**config.mk**
```make
export PLATFORM = sky130hd
export DESIGN_NAME = rf_write_arbiter
export DESIGN_NICKNAME = d
export VERILOG_FILES = /design/src/rtl/rf_pkg.sv /design/src/rtl/rr_arbiter.sv /design/src/rtl/rf_write_arbiter.sv
export SDC_FILE = /design/constraint.sdc
export NUM_CORES = 1
export LEC_CHECK = 0
export BUFFER_PORTS_ARGS = -buffer_cell sky130_fd_sc_hd__buf_2
export CAP_MARGIN = 0
export CORE_MARGIN = 2
export CORE_UTILIZATION = 45
export DETAILED_ROUTE_END_ITERATION = 7
export GPL_ROUTABILITY_DRIVEN = 0
export PLACE_DENSITY = 0.94
export SLEW_MARGIN = 10
export SYNTH_ARGS = -nofsm -noshare
export SYNTH_HDL_FRONTEND = slang
export SYNTH_SLANG_ARGS = --single-unit
```
**constraint.sdc**
```tcl
create_clock -name clk -period 3.55 [get_ports clk]
set_input_delay 0.355 -clock clk [delete_from_list [all_inputs] [get_ports clk]]
set_output_delay 0.355 -clock clk [all_outputs]
set_load 0.1 [all_outputs]
```
**src/rtl/rf_pkg.sv**
```systemverilog
// Register-file package: data width, register addressing and the
// hard-wired zero register. Shared with the register file and datapath.
package rf_pkg;

  localparam int XLEN       = 32;
  localparam int REG_ADDR_W = 5;
  localparam int NUM_REGS   = 32;

  typedef logic [REG_ADDR_W-1:0] reg_addr_t;

  localparam reg_addr_t REG_ZERO = 5'd0;

  // x0 is hard-wired to zero; any write addressed to it is discarded.
  function automatic logic is_writable(input reg_addr_t rd);
    return rd != REG_ZERO;
  endfunction

endpackage

```
**src/rtl/rr_arbiter.sv**
```systemverilog
// Round-robin arbiter: combinational priority search starting at ptr,
// plus the ptr register that moves one past the winner on a transfer.
module rr_arbiter #(
  parameter int N = 2
) (
  input  logic                 clk,
  input  logic                 reset,
  input  logic [N-1:0]         req_i,
  input  logic                 advance_i,
  output logic [N-1:0]         grant_o,
  output logic [$clog2(N)-1:0] grant_idx_o
);

  localparam int IDX_W = $clog2(N);

  logic [IDX_W-1:0] ptr_q, ptr_d;
  logic [IDX_W-1:0] idx;
  logic             found;

  // First requester at or after ptr (wrapping) wins; at most one grant.
  always_comb begin
    grant_o     = '0;
    grant_idx_o = '0;
    found       = 1'b0;
    idx         = '0;
    for (int i = 0; i < N; i++) begin
      idx = IDX_W'((int'(ptr_q) + i) % N);
      if (!found && req_i[idx]) begin
        found        = 1'b1;
        grant_o[idx] = 1'b1;
        grant_idx_o  = idx;
      end
    end
  end

  // Next pointer: one past the winner on a transfer, else hold.
  always_comb begin
    ptr_d = ptr_q;
    if (advance_i) begin
      ptr_d = (grant_idx_o == IDX_W'(N - 1)) ? '0 : grant_idx_o + IDX_W'(1);
    end
  end

  // Pointer register.
  always_ff @(posedge clk) begin
    if (reset) ptr_q <= '0;
    else       ptr_q <= ptr_d;
  end

endmodule

```
**src/rtl/rf_write_arbiter.sv**
```systemverilog
// Register-file write-port arbiter: round-robin grant among writeback
// requesters, one registered issue stage driving the write port, a
// pending-write hazard/bypass check and a saturating stall counter.
module rf_write_arbiter #(
  parameter int N_REQ   = 2,
  parameter int XLEN    = rf_pkg::XLEN,
  parameter int STALL_W = 8
) (
  input  logic                  clk,
  input  logic                  reset,
  input  logic [N_REQ-1:0]      req_valid,
  input  logic [N_REQ*5-1:0]    req_rd,
  input  logic [N_REQ*XLEN-1:0] req_data,
  output logic [N_REQ-1:0]      req_ready,
  output logic                  rf_we,
  output logic [4:0]            rf_rd,
  output logic [XLEN-1:0]       rf_din,
  input  logic [4:0]            rs1_q,
  input  logic [4:0]            rs2_q,
  output logic                  rs1_pend,
  output logic                  rs2_pend,
  output logic [XLEN-1:0]       byp_data,
  output logic [STALL_W-1:0]    stall_cnt
);

  import rf_pkg::*;

  localparam int IDX_W = $clog2(N_REQ);

  // Handshake: a write moves from requester i into the issue stage on a
  // rising edge where req_valid[i] & req_ready[i]. req_ready is a one-hot
  // function of req_valid and the pointer only (never of itself) and is
  // forced to zero while reset is high. Once valid rises, the requester
  // keeps valid, rd and data stable until the transfer edge.

  logic [N_REQ-1:0] arb_req;
  logic [N_REQ-1:0] grant;
  logic [IDX_W-1:0] grant_idx;
  logic             xfer;

  logic [4:0]       sel_rd;
  logic [XLEN-1:0]  sel_data;

  logic                we_q,  we_d;
  logic [4:0]          rd_q,  rd_d;
  logic [XLEN-1:0]     din_q, din_d;
  logic [STALL_W-1:0]  stall_q, stall_d;
  logic                stall_any;

  assign arb_req = reset ? '0 : req_valid;

  rr_arbiter #(.N(N_REQ)) u_arb (
    .clk         (clk),
    .reset       (reset),
    .req_i       (arb_req),
    .advance_i   (xfer),
    .grant_o     (grant),
    .grant_idx_o (grant_idx)
  );

  assign req_ready = grant;
  assign xfer      = |(req_valid & grant);

  // Route the winning requester's rd/data toward the issue stage.
  always_comb begin
    sel_rd   = '0;
    sel_data = '0;
    for (int i = 0; i < N_REQ; i++) begin
      if (grant_idx == IDX_W'(i)) begin
        sel_rd   = req_rd[i*REG_ADDR_W +: REG_ADDR_W];
        sel_data = req_data[i*XLEN +: XLEN];
      end
    end
  end

  // Issue-stage next state: load on transfer, x0 writes never enable.
  always_comb begin
    we_d  = 1'b0;
    rd_d  = rd_q;
    din_d = din_q;
    if (xfer) begin
      rd_d  = sel_rd;
      din_d = sel_data;
      we_d  = is_writable(sel_rd);
    end
  end

  // Stall counter next state: counts cycles with a waiting request, saturating.
  always_comb begin
    stall_any = ~reset & (|(req_valid & ~grant));
    stall_d   = stall_q;
    if (stall_any && (stall_q != {STALL_W{1'b1}})) begin
      stall_d = stall_q + STALL_W'(1);
    end
  end

  // Issue-stage and stall-counter registers; reset drops an uncommitted write.
  always_ff @(posedge clk) begin
    if (reset) begin
      we_q    <= 1'b0;
      rd_q    <= REG_ZERO;
      din_q   <= '0;
      stall_q <= '0;
    end else begin
      we_q    <= we_d;
      rd_q    <= rd_d;
      din_q   <= din_d;
      stall_q <= stall_d;
    end
  end

  assign rf_we     = we_q;
  assign rf_rd     = rd_q;
  assign rf_din    = din_q;
  assign byp_data  = din_q;
  assign stall_cnt = stall_q;

  assign rs1_pend = we_q & (rd_q == rs1_q) & (rs1_q != REG_ZERO);
  assign rs2_pend = we_q & (rd_q == rs2_q) & (rs2_q != REG_ZERO);

endmodule

```
==> metrics.cfg, run 1 <==
[layout]
area.sequential_um2=941
nets=493
multiInputGateArea_um2=1200
layout.filler_cells=502
final_layout_size_suffix_gt1_share_pct=45.2
design_area_um2=3220
area_growth_pct=30.1
antennaDiodeCount=0

[timing]
finalCriticalPeriod_ps=2430
setup_skew_after_layout_ps=1.90
peak_clock_frequency_supported_by_timing_mhz=411
timing_hold_violations_final=0
final_min_period_over_clock_period_pct=68.6
drv_slew=0
max-slew-margin-rel_pct=39.7
setup_viol_count_final=0
worst_slew_pin_slew_ps=904
totalNegativeSetupSlack_ps=0
grt_setup_unrepaired=false

[place]
post_dp_cell_area_um2=3120
io_buffer_count=169
hpwl_um=4880

[critical_path]
cp_slowest_cell=buf_2
path_delay_family=buffers and inverters
critical_path.cell_chain=buf_2 -> nand3b_1 -> buf_4 -> inv_1 -> buf_2
startpoint_type=input pin
cp_max_fo=49
cp-end-kind=primary output
critPathRequiredTime_ps=3190
cp_num_buf_inv=4
worst_path_largest_cell_delay_ps=680
critical_path_arrival_ps=2080
criticalPathCategory=input pin to primary output
cp_common_cell=buf_2

[clock_network]
post_cts.repair.setup_buffers=0
clk-insertion-delay-late_ps=290
path_clk_slew_ps=80
tritoncts_clock_tree=yes
cts_root_buffer=clkbuf_8
cts_made_buffers=5
clock_tree_sinks=47
h-tree-depth=2
clock_path_buffers=2
ctsHoldBuffers=0
cts_resized=0

[floorplan]
core_rows=27
start_util_pct=45.8
die-area_um2=6110
core_area_um2=5410
floorplan.die.width_um=78.2
pin_count=170
die_y_um=78.2

[routing]
post_detailed_routing_wire_length_um=6120
dr_vias_cell=5.05
post_drt_wl_per_cell_um=12.8
dr.pass1.iters=4
drtIter0Drc=37
detail_route.drc_violations=0
route.vias.total=2407
antenna_violating_nets_post_route=0

[logic_synthesis]
yosys_warnings=0
gate_count_of_the_mapped_netlist=273
synth.distinct_cells=29
most_area_hungry_cell_type_in_the_yosys_netlist=dfxtp_1
yosys_register_bits=47
ys_dominant_reg_cell=dfxtp_1
synth_area_per_cell_um2=9.07
synthTopCellsByArea=dfxtp_1, mux2i_1, a211oi_1
synth_largest_type_area_fraction_pct=38.0
post_synth_most_frequent_cells=dfxtp_1, nor2_1, mux2i_1, a211oi_1, buf_4
synth-async-reset-ratio_pct=0
yosys.cell_count.top_type=dfxtp_1
yosysSeqAreaShare_pct=38.0
syn_nets=362
area_of_the_mapped_netlist_um2=2470
synth_enable_flop_cells=0

[pwr]
total_power_uw=1650
vdd.ir_drop.worst_mv=0.255
powerDensity_nw_per_um2=512
leakagePower_uw=0.00177

[flow_run]
maxCapViolCount=0

[global_routing]
grt_antenna_before_repair=0
grt_remaining_overflow=0
via_count_of_the_first_global_routing_pass=2204
wire_length_of_the_first_global_routing_pass_um=9580
grt_start_max_net_pins=50
groute.usage.overall_pct=18.8

[hold_path]
worst_min_delay_path_category=input pin to flop

[outcome]
run_status=complete, no violations

[placed cells by master, fill, tap and decap left out, drive strengths merged]
master / synthesis / final
buf: 42 / 174
dfxtp: 47 / 47
nor2: 43 / 43
mux2i: 38 / 38
a211oi: 37 / 37
a21oi: 9 / 9
clkbuf: 8 / 8
xor2: 7 / 7
nand3: 6 / 6
nor3: 5 / 5
or4: 4 / 4
or3: 4 / 4
nand2: 3 / 3
o31ai: 3 / 3
o21ai: 3 / 3
nand3b: 2 / 2
inv: 2 / 2
xnor2: 2 / 2
and2: 1 / 1
nand2b: 1 / 1
nor4: 1 / 1
nand4: 1 / 1
o21bai: 1 / 1
o311a: 1 / 1
o21a: 1 / 1
ha: 1 / 1
[kinds of logic (layout without fill, tap and decap cells)]
kind of cell | Yosys count | count (layout) | synth area share (%)
AO/OA/AOI/OAI | 55 | 55 | 16.0
XOR/XNOR | 9 | 9 | 3.19
adder cells (fa/ha/maj) | 1 | 1 | 0.505
buffers and inverters | 52 | 184 | 13.9
flip-flops | 47 | 47 | 38.0
multiplexers | 38 | 38 | 15.4
AND/OR/NAND/NOR | 71 | 71 | 13.0
[path summary, 6_finish.rpt]
kind                              startpoint            to  slack (ps)  cells past startpoint
worst max register to register   u_arb.ptr_q         rf_we        1660                      6
worst min register to register   byp_data[6]   byp_data[6]         510                      2
worst max-delay path                   reset  req_ready[1]        1120                      5
worst min-delay path            req_valid[0]   u_arb.ptr_q         340                      2
[routing by layer]
metal | up-vias | track usage, % | share of wire (%)
li1 | 1207 | - | -
met5 | - | 0 | 0
met1 | 1091 | 19.2 | 38
met4 | 0 | 7.19 | 1.6
met2 | 99 | 37.2 | 54
met3 | 10 | 3.79 | 6.6
[flip-flops by register name, summed over array words and instances, names as in the netlist]
signal,count
byp_data,32
rf_rd,5
rf_we,1
stall_cnt,8
u_arb.ptr_q,1
[worst reg2reg max path, cell delays in order, from the launching register on]
cell      delay (ps)
dfxtp_1          370
nand2b_1         120
nand3b_1         320
buf_4            310
buf_4            190
or3_1            350
o311a_1          130
[per-stage QoR]
| stage | util, % | hold slack [ps] | std cells | worst slack (ps) |
|---|---|---|---|---|
| final | 59.6 | 344 | 477 | 1120 |
| after global routing | 59.6 | 335 | 477 | 1030 |
| after CTS | 59.6 | 331 | 477 | 1110 |
| after detailed placement | 57.7 | 496 | 469 | 1060 |
| after global placement | 57.7 | 464 | 469 | 1180 |
| after floorplan | - | 454 | 273 | 445 |
[final cells by class]
class / count / area share [%]
clock buffer: 8 / 3.11
multi-input combinational: 174 / 37.2
timing repair buffer: 174 / 27.4
sequential: 47 / 29.2
tap: 72 / 2.80
inverter: 2 / 0.233
[report_power, final]
| part | switching, µW | total, µW | internal, µW |
|---|---|---|---|
| sequential | 29.4 | 593 | 563 |
| combinational | 585 | 719 | 134 |
| clock | 160 | 338 | 178 |
| total | 775 | 1650 | 875 |
Note: power is estimated with default switching activity, not from simulation.
==> inputs of run 2 (changes only) <==
--- a/config.mk
+++ b/config.mk
@@ -5,13 +5,14 @@
 export SDC_FILE = /design/constraint.sdc
 export NUM_CORES = 1
 export LEC_CHECK = 0
+export ABC_AREA = 1
 export BUFFER_PORTS_ARGS = -buffer_cell sky130_fd_sc_hd__buf_2
 export CAP_MARGIN = 0
 export CORE_MARGIN = 2
-export CORE_UTILIZATION = 45
+export CORE_UTILIZATION = 39
 export DETAILED_ROUTE_END_ITERATION = 7
 export GPL_ROUTABILITY_DRIVEN = 0
-export PLACE_DENSITY = 0.94
+export PLACE_DENSITY = 0.85
 export SLEW_MARGIN = 10
 export SYNTH_ARGS = -nofsm -noshare
 export SYNTH_HDL_FRONTEND = slang
==> constraint.sdc (replaced) <==
create_clock -name clk -period 2 [get_ports clk]
set_input_delay 0.2 -clock clk [delete_from_list [all_inputs] [get_ports clk]]
set_output_delay 0.2 -clock clk [all_outputs]
set_load 0.1 [all_outputs]
==> run 2 against run 1 <==
Global-route usage shrank 0.67 points. Clock skew grew 2.6 ps. Highest routed layer unchanged. Power grew 91%. Final cell count grew 32%. Die area grew 26%. Critical endpoint is now rs1_pend. Sequential power grew 79%.
==> metrics.cfg, run 2 <==
[logic_synthesis]
synth_area_per_cell_um2=6.79  ; -25%
gate_count_of_the_mapped_netlist=402  ; +47%
synth-async-reset-ratio_pct=0  ; unchanged
area_of_the_mapped_netlist_um2=2730  ; +10%
yosys_warnings=0  ; unchanged
most_area_hungry_cell_type_in_the_yosys_netlist=dfxtp_1
yosys_register_bits=47  ; unchanged
synth_largest_type_area_fraction_pct=34.5  ; -3.5 points
ys_dominant_reg_cell=dfxtp_1
post_synth_most_frequent_cells=nand2_1, inv_1, dfxtp_1, nand3_1, buf_4
syn_nets=491  ; +36%
synth.distinct_cells=26  ; -10%
synthTopCellsByArea=dfxtp_1, nand2_1, buf_4
yosys.cell_count.top_type=nand2_1
synth_enable_flop_cells=0  ; unchanged
yosysSeqAreaShare_pct=34.5  ; -3.5 points

[critical_path]
critical_path_arrival_ps=1680  ; -400 ps
critPathRequiredTime_ps=1800  ; -1390 ps
criticalPathCategory=flop to primary output
cp-end-kind=primary output
cp_max_fo=6  ; -88%
startpoint_type=flop
worst-r2r-cell-count=9  ; +3

[timing]
setup_skew_after_layout_ps=4.53  ; +2.63 ps
peak_clock_frequency_supported_by_timing_mhz=532
final_min_period_over_clock_period_pct=94.0
drv_slew=0  ; unchanged
finalCriticalPeriod_ps=1880
totalNegativeSetupSlack_ps=0  ; unchanged
setup_viol_count_final=0  ; unchanged
max-slew-margin-rel_pct=66.5  ; +27 points
timing_hold_violations_final=0  ; unchanged
worst_slew_pin_slew_ps=507  ; -398 ps
final_hold_slack_ps=211  ; -133 ps
grt_setup_unrepaired=false

[global_routing]
via_count_of_the_first_global_routing_pass=2581  ; +17%
grt_remaining_overflow=0  ; unchanged
grt_start_max_net_pins=67  ; +34%
groute.usage.overall_pct=18.2  ; -0.67 points
grt_antenna_before_repair=0  ; unchanged
wire_length_of_the_first_global_routing_pass_um=11300  ; +18%

[routing]
highest_layer=met4
dr_vias_cell=4.68  ; -7.2%
met2_wirelength_um=3580  ; +8.0%
wirelength_met1_um=3010  ; +31%
post_detailed_routing_wire_length_um=7140  ; +17%
route.vias.total=2951  ; +23%
post_drt_wl_per_cell_um=11.3  ; -12%
detail_route.drc_violations=0  ; unchanged
drtIter0Drc=77  ; +110%
antenna_violating_nets_post_route=0  ; unchanged
detailroute.wirelength.met3_um=506  ; +26%
dr.pass1.iters=4  ; unchanged

[hold_path]
worst_min_delay_path_category=input pin to flop
holdPathStages=5  ; +3

[floorplan]
start_util_pct=40.2  ; -5.6 points
floorplan.die.width_um=87.7  ; +12%
die_y_um=87.7  ; +12%
pin_count=170  ; unchanged
die-area_um2=7680  ; +26%
core_rows=30  ; +11%
core_area_um2=6790  ; +26%

[layout]
largest_register_ffs=32  ; unchanged
finalNonFillerCells=630  ; +32%
area.sequential_um2=951  ; +1.1%
area_growth_pct=29.7
multiInputGateArea_um2=1210  ; +1.3%
final_common_cell=buf_2
final_util_pct=52.1  ; -7.5 points
layout.filler_cells=660  ; +31%
layout_common_cells=buf_2, nand2_1, inv_1
final_layout_size_suffix_gt1_share_pct=38.4  ; -6.8 points
antennaDiodeCount=0  ; unchanged
nets=622  ; +26%

[clock_network]
path_clk_slew_ps=80  ; about the same
tritoncts_clock_tree=yes
cts_resized=0  ; unchanged
post_cts.repair.setup_buffers=0  ; unchanged
clk-insertion-delay-late_ps=290  ; about the same
ctsHoldBuffers=0  ; unchanged
clock_path_buffers=2  ; unchanged
h-tree-depth=2  ; unchanged
clock_tree_sinks=47  ; unchanged
cts_root_buffer=clkbuf_8
cts_made_buffers=5  ; unchanged

[pwr]
power_frac_clock_pct=20.0  ; -0.5 points
comb_power_share_pct=46.2  ; +2.6 points
power.sequential.fraction_pct=33.8  ; -2.1 points
vdd.ir_drop.worst_mv=0.465  ; +82%
powerDensity_nw_per_um2=890  ; +74%
switch_share_pct=49.7  ; +2.7 points
cellInternalPower_uw=1590  ; +81%
leakagePower_uw=0.00207  ; +17%
power.net_switching_uw=1560  ; +100%

[flow_run]
maxCapViolCount=0  ; unchanged

[place]
io_buffer_count=169  ; unchanged
hpwl_um=5480  ; +12%
dp.cells=622  ; +33%

[outcome]
run_status=complete, no violations

-- run 2: cell count changes in the layout (fill, tap and decap cells not counted), moves of 5 or more --
cell,change
dfxtp_1,-8
o21ai_0,+5
nand2_1,+112
o211ai_1,+32
inv_1,+52
nand3_1,+35
nor2_1,-31
a211oi_1,-36
mux2i_1,-38
xor2_1,-5
dfxtp_2,+8
-- run 2: critical path: stages, from the launching register on --
cell,delay (ps)
dfxtp_2,350
or2_2,290
a21oi_1,180
nand4_1,150
nor2_4,100
clkbuf_4,320
-- run 2: routing by layer --
metal,global-route usage (%),up-vias
met5,0,-
met4,4.06,0
met3,4.90,6
met2,33.4,116
met1,21.0,1318
li1,-,1511
-- run 2: cells by family (layout without fill, tap and decap cells) --
logic type	Yosys count	in the layout	synth area share (%)
adder cells (fa/ha/maj)	1	1	0.458
flip-flops	47	47	34.5
XOR/XNOR	5	5	1.61
AO/OA/AOI/OAI	54	54	12.9
AND/OR/NAND/NOR	185	185	28.9
buffers and inverters	110	242	21.6
-- run 2: final timing paths --
path                                      to          from  slack (ps)
worst min-delay path                   rf_we     req_rd[5]         210
worst min register to register  stall_cnt[0]  stall_cnt[0]         500
worst max register to register      rf_rd[0]   u_arb.ptr_q         580
worst max-delay path                rs1_pend      rf_rd[1]         120
-- run 2: power groups by stage --
stage	Sequential (µW)	Clock [µW]	Combinational, µW
floorplan	1590	0	771
global placement	1080	0	1450
detailed placement	1080	0	1460
CTS	1070	649	1460
global route	1080	698	1520
finish	1060	628	1460
-- run 2: stage by stage --
stage               setup WS (ps)  instance area (µm²)  power (µW)
global route                 40.9                 3540        3300
finish                        120                 3540        3150
floorplan                    -139                 2750        2360
global placement              374                 3440        2530
CTS                          6.13                 3540        3170
detailed placement            337                 3440        2540
-- run 2: cell type report --
class | instances | share of cell area, %
multi-input cells | 245 | 34.3
flip-flops and latches | 47 | 26.9
well taps | 96 | 3.39
clock buffers | 8 | 2.83
repair buffers | 175 | 26.4
inverters | 59 | 6.26
